### src/rtl/fifo_pkg.sv
// Shared types and constants for the async-FIFO read-side stream adapter.
// The optional delivered-word counter is enabled by FIFO_RD_CNT_EN.
package fifo_pkg;

    localparam int DATA_WIDTH_DEF = 8;
    localparam int BUF_DEPTH      = 2;

    typedef logic [1:0]  occ_t;
    typedef logic [15:0] cnt_t;

endpackage

### src/rtl/fifo_rd_skid_buf.sv
// Two-entry FIFO-ordered output buffer feeding the stream interface.
// Unaffected by FIFO_RD_CNT_EN.
module fifo_rd_skid_buf
    import fifo_pkg::*;
#(
    parameter int DW = DATA_WIDTH_DEF
) (
    input  logic          clk,
    input  logic          rst,
    input  logic          push,
    input  logic          pop,
    input  logic [DW-1:0] din,
    output occ_t          occ,
    output logic [DW-1:0] dout
);

    logic [DW-1:0] mem_q [BUF_DEPTH];
    logic [DW-1:0] mem_d [BUF_DEPTH];
    logic          head_q, head_d;
    logic          tail_q, tail_d;
    occ_t          occ_q, occ_d;

    always_comb begin
        mem_d  = mem_q;
        head_d = head_q ^ pop;
        tail_d = tail_q ^ push;
        occ_d  = occ_q + occ_t'(push) - occ_t'(pop);
        if (push) begin
            mem_d[tail_q] = din;
        end
    end

    always_ff @(posedge clk or posedge rst) begin
        if (rst) begin
            for (int i = 0; i < BUF_DEPTH; i++) begin
                mem_q[i] <= '0;
            end
            head_q <= 1'b0;
            tail_q <= 1'b0;
            occ_q  <= '0;
        end else begin
            mem_q  <= mem_d;
            head_q <= head_d;
            tail_q <= tail_d;
            occ_q  <= occ_d;
        end
    end

    assign occ  = occ_q;
    assign dout = mem_q[head_q];

    // The upstream credit rule must never let a word land in a full buffer.
    a_no_overflow: assert property (@(posedge clk) disable iff (rst)
        !(push && !pop && occ_q == occ_t'(BUF_DEPTH)));

endmodule

### src/rtl/fifo_rd_stream_adapter.sv
// FIFO read port (1-cycle latency) to valid/ready stream converter.
// Define FIFO_RD_CNT_EN to add the 16-bit word_cnt delivered-word counter.
module fifo_rd_stream_adapter
    import fifo_pkg::*;
#(
    parameter int DATA_WIDTH = DATA_WIDTH_DEF
) (
    input  logic                  rclk,
    input  logic                  rrst,
    input  logic                  fifo_empty,
    input  logic [DATA_WIDTH-1:0] fifo_data,
    output logic                  fifo_rd_en,
    output logic                  m_valid,
    input  logic                  m_ready,
    output logic [DATA_WIDTH-1:0] m_data
`ifdef FIFO_RD_CNT_EN
    ,
    output cnt_t                  word_cnt
`endif
);

    logic       inflight_q, inflight_d;
    logic       push, pop;
    logic [2:0] committed;
    occ_t       occ;

    assign pop  = m_valid & m_ready;
    assign push = inflight_q;

    // Entries held plus the word in flight, minus the one leaving now.
    always_comb begin
        committed  = 3'(occ) + 3'(inflight_q) - 3'(pop);
        fifo_rd_en = !rrst && !fifo_empty && (committed < 3'(BUF_DEPTH));
        inflight_d = fifo_rd_en;
    end

    always_ff @(posedge rclk or posedge rrst) begin
        if (rrst) begin
            inflight_q <= 1'b0;
        end else begin
            inflight_q <= inflight_d;
        end
    end

    fifo_rd_skid_buf #(
        .DW (DATA_WIDTH)
    ) u_buf (
        .clk  (rclk),
        .rst  (rrst),
        .push (push),
        .pop  (pop),
        .din  (fifo_data),
        .occ  (occ),
        .dout (m_data)
    );

    assign m_valid = (occ != '0);

`ifdef FIFO_RD_CNT_EN
    cnt_t cnt_q, cnt_d;

    always_comb begin
        cnt_d = cnt_q + cnt_t'(pop);
    end

    always_ff @(posedge rclk or posedge rrst) begin
        if (rrst) begin
            cnt_q <= '0;
        end else begin
            cnt_q <= cnt_d;
        end
    end

    assign word_cnt = cnt_q;
`endif

endmodule

### config.mk
export PLATFORM = sky130hd
export DESIGN_NAME = fifo_rd_stream_adapter
export DESIGN_NICKNAME = d
export VERILOG_FILES = /design/src/rtl/fifo_pkg.sv /design/src/rtl/fifo_rd_skid_buf.sv /design/src/rtl/fifo_rd_stream_adapter.sv
export SDC_FILE = /design/constraint.sdc
export NUM_CORES = 1
export LEC_CHECK = 0
export BUFFER_PORTS_ARGS = -buffer_cell sky130_fd_sc_hd__buf_2
export CAP_MARGIN = 10
export CORE_ASPECT_RATIO = 1.5
export CORE_UTILIZATION = 47
export DETAILED_ROUTE_END_ITERATION = 8
export PLACE_DENSITY_LB_ADDON = 0.25
export SYNTH_ARGS = -nofsm -noshare
export SYNTH_HDL_FRONTEND = slang
export SYNTH_SLANG_ARGS = --single-unit
### constraint.sdc
create_clock -name rclk -period 2 [get_ports rclk]
set_clock_uncertainty 0.1 [all_clocks]
set_input_delay 0.2 -clock rclk [delete_from_list [all_inputs] [get_ports rclk]]
set_output_delay 0.2 -clock rclk [all_outputs]
set_load 0.01 [all_outputs]
==> results.tsv <==
metric	value	unit
Die Width	40.7	µm
Yosys reg bits	21	
via count	603	
Final min period	2.54	ns
die area	2450	µm²
gpl congestion	0.610	
Final Max Slew Viols	0	
register area share after synthesis	0.497	
Peak Freq	0.394	GHz
outcome	finished with violations	
most common cell after layout, fill and taps aside	mux2_4	
Critical Path Source	u_buf.occ[1]	
Setup CP Type	reg -> out	
r2r setup slk	0.05	ns
layout cell share with drive strength beyond 1	0.596	
Initial Util	0.509	
# fillers	171	
Congestion Overflow GR	0	
synth warn	0	
Reg-to-Reg End	inflight_q	
final setup violation count	1	
worst min path class	in -> reg	
worst relative slew slack	0.492	
crit start category	flip-flop	
number of I/O pins	22	
Pleak	0.653	nW
DRT iter0 DRCs	9	
Reg area	526	µm²
Hold Path Stages	2	
failing checks	negative setup slack	
critical path arrival	2.24	ns
first-pass GRT wire length	2680	µm
antenna-violating nets left	0	
1st-pass router iterations	2	
antenna violations before repair	0	
ant diodes	0	
die height	60.1	µm
port buffer count	21	
Worst Path Required	1.70	ns
Tcrit/Tclk final	1.27	
final setup TNS	-0.540	ns
Synth cell types	11	
Worst VDD drop	0.000849	V
Avg Cell Area, Syn	16.3	µm²
Post-DP HPWL	1150	µm
most frequent cells in the layout	mux2_4 (24), dfrtp_1 (21), buf_2 (21)	
Hold Crit Start	fifo_data[0]	
post-route cell area	1250	µm²
Multi-input gate area	485	µm²
maximum clock path buffer count	2	
reg2reg start	u_buf.occ[1]	
fin nets	112	
Fin. Hold Viols	0	
# DRC	0	
largest net degree at the start of global routing	22	
Num Clock Sinks	21	
Routed WL per cell	13.8	µm
clock latency on the worst-skew pair	0.30	ns
GRT Util Overall	0.169	
Vias/cell	5.20	
CP Capture Type	output port	
vias in the first global route	627	
R2R cell count	6	
CTS clock-pin slew for the worst setup and hold paths	0.11	ns
Power Density	1590	nW/µm²
cell area after synthesis	1060	µm²
RSZ-0062 raised after global routing	true	
Routed WL	1610	µm
Inserted Clock Buffers	3	
H-tree levels	1	
number of max-cap violations	0	
Area Growth Syn to Fin	18.6	%
CTS tree	yes	
Worst Tran Pin Value	0.762	ns
post-synthesis instance total	65	
row cnt	20	
worst-path fanout max	2	
clock root cell	clkbuf_4	
syn_nets	82	
hold_ws	0.0383	ns
core footprint	2080	µm²
Cell Area, Placed	1190	µm²
Util after Layout	0.604	
worst setup slack after layout	-0.540	ns
hold path endpoint	u_buf.mem_q[0]	
[metal layers]
layer,up-vias,GRT usage,wire (µm),share of wire
met5,-,0,0,0
met4,0,0.100,56,0.035
met3,4,0.0446,43,0.027
met2,15,0.286,854,0.53
met1,309,0.175,653,0.41
li1,275,-,-,-
[synth_stat cells]
cell,count,share of area
mux2_4,24,0.34
dfrtp_1,21,0.50
inv_1,7,0.025
ha_1,4,0.047
buf_6,3,0.032
fa_1,1,0.019
nand2_1,1,0.0035
nor4_2,1,0.012
o21a_1,1,0.0071
xnor2_1,1,0.0083
xor2_1,1,0.0083
[report_power, final]
part	leakage [nW]	internal (mW)	total, mW	switching (mW)
Clock	0.0150	0.0778	0.200	0.122
Combinational	0.381	0.658	1.00	0.346
Sequential	0.258	0.629	0.786	0.157
[critical path: stages (launching register included)]
cell	delay [ns]
dfrtp_1	0.39
o21a_1	0.20
ha_1	0.27
inv_1	0.06
ha_2	0.16
fa_2	0.46
nor4_4	0.23
buf_2	0.17
[kinds of logic (layout without fill, tap and decap cells)]
logic type,after synthesis,after routing,synth area share
multiplexers,24,24,0.341
flip-flops,21,21,0.497
buffers and inverters,10,39,0.0568
adder cells (fa/ha/maj),5,5,0.0663
XOR/XNOR,2,2,0.0166
AND/OR/NAND/NOR,2,2,0.0154
AO/OA/AOI/OAI,1,1,0.00710
[worst max path at each step]
stage / to / slack [ns] / cells past startpoint
after floorplan: fifo_rd_en / -0.11 / 6
after global placement: fifo_rd_en / -0.20 / 7
after detailed placement: fifo_rd_en / -0.24 / 7
after CTS: fifo_rd_en / -0.57 / 7
after global routing: fifo_rd_en / -0.64 / 7
final: fifo_rd_en / -0.54 / 7
[what timing repair did]
| action | 4_1_cts | 5_1_grt |
|---|---|---|
| endpoints found under the setup margin | 1 | 2 |
| gates resized for setup | 1 | 0 |
| hold buffers | 2 | 0 |
| setup buffers | 0 | 2 |
| cloned | 0 | 0 |
| endpoints found under the hold margin | 22 | 0 |
[flip-flops by register name, summed over array words and instances, names as in the netlist]
register and count:
u_buf.occ 2, u_buf.tail_q 1, inflight_q 1, u_buf.mem_q 16, u_buf.head_q 1
[final cells by class]
class	instances	share of cell area
sequential	21	0.419
multi-input combinational	34	0.387
timing repair buffer	28	0.130
tap	22	0.0220
clock buffer	4	0.0210
inverter	7	0.0210
[per-stage QoR]
| step | setup slack [ns] | power [mW] | std cells |
|---|---|---|---|
| 2_1_floorplan | -0.113 | 1.54 | 65 |
| 3_3_place_gp | -0.201 | 1.75 | 108 |
| 3_5_place_dp | -0.240 | 1.79 | 108 |
| 4_1_cts | -0.567 | 2.00 | 114 |
| 5_1_grt | -0.644 | 2.16 | 116 |
| 6_report | -0.540 | 1.99 | 116 |
Note: power is estimated with default switching activity, not from simulation.
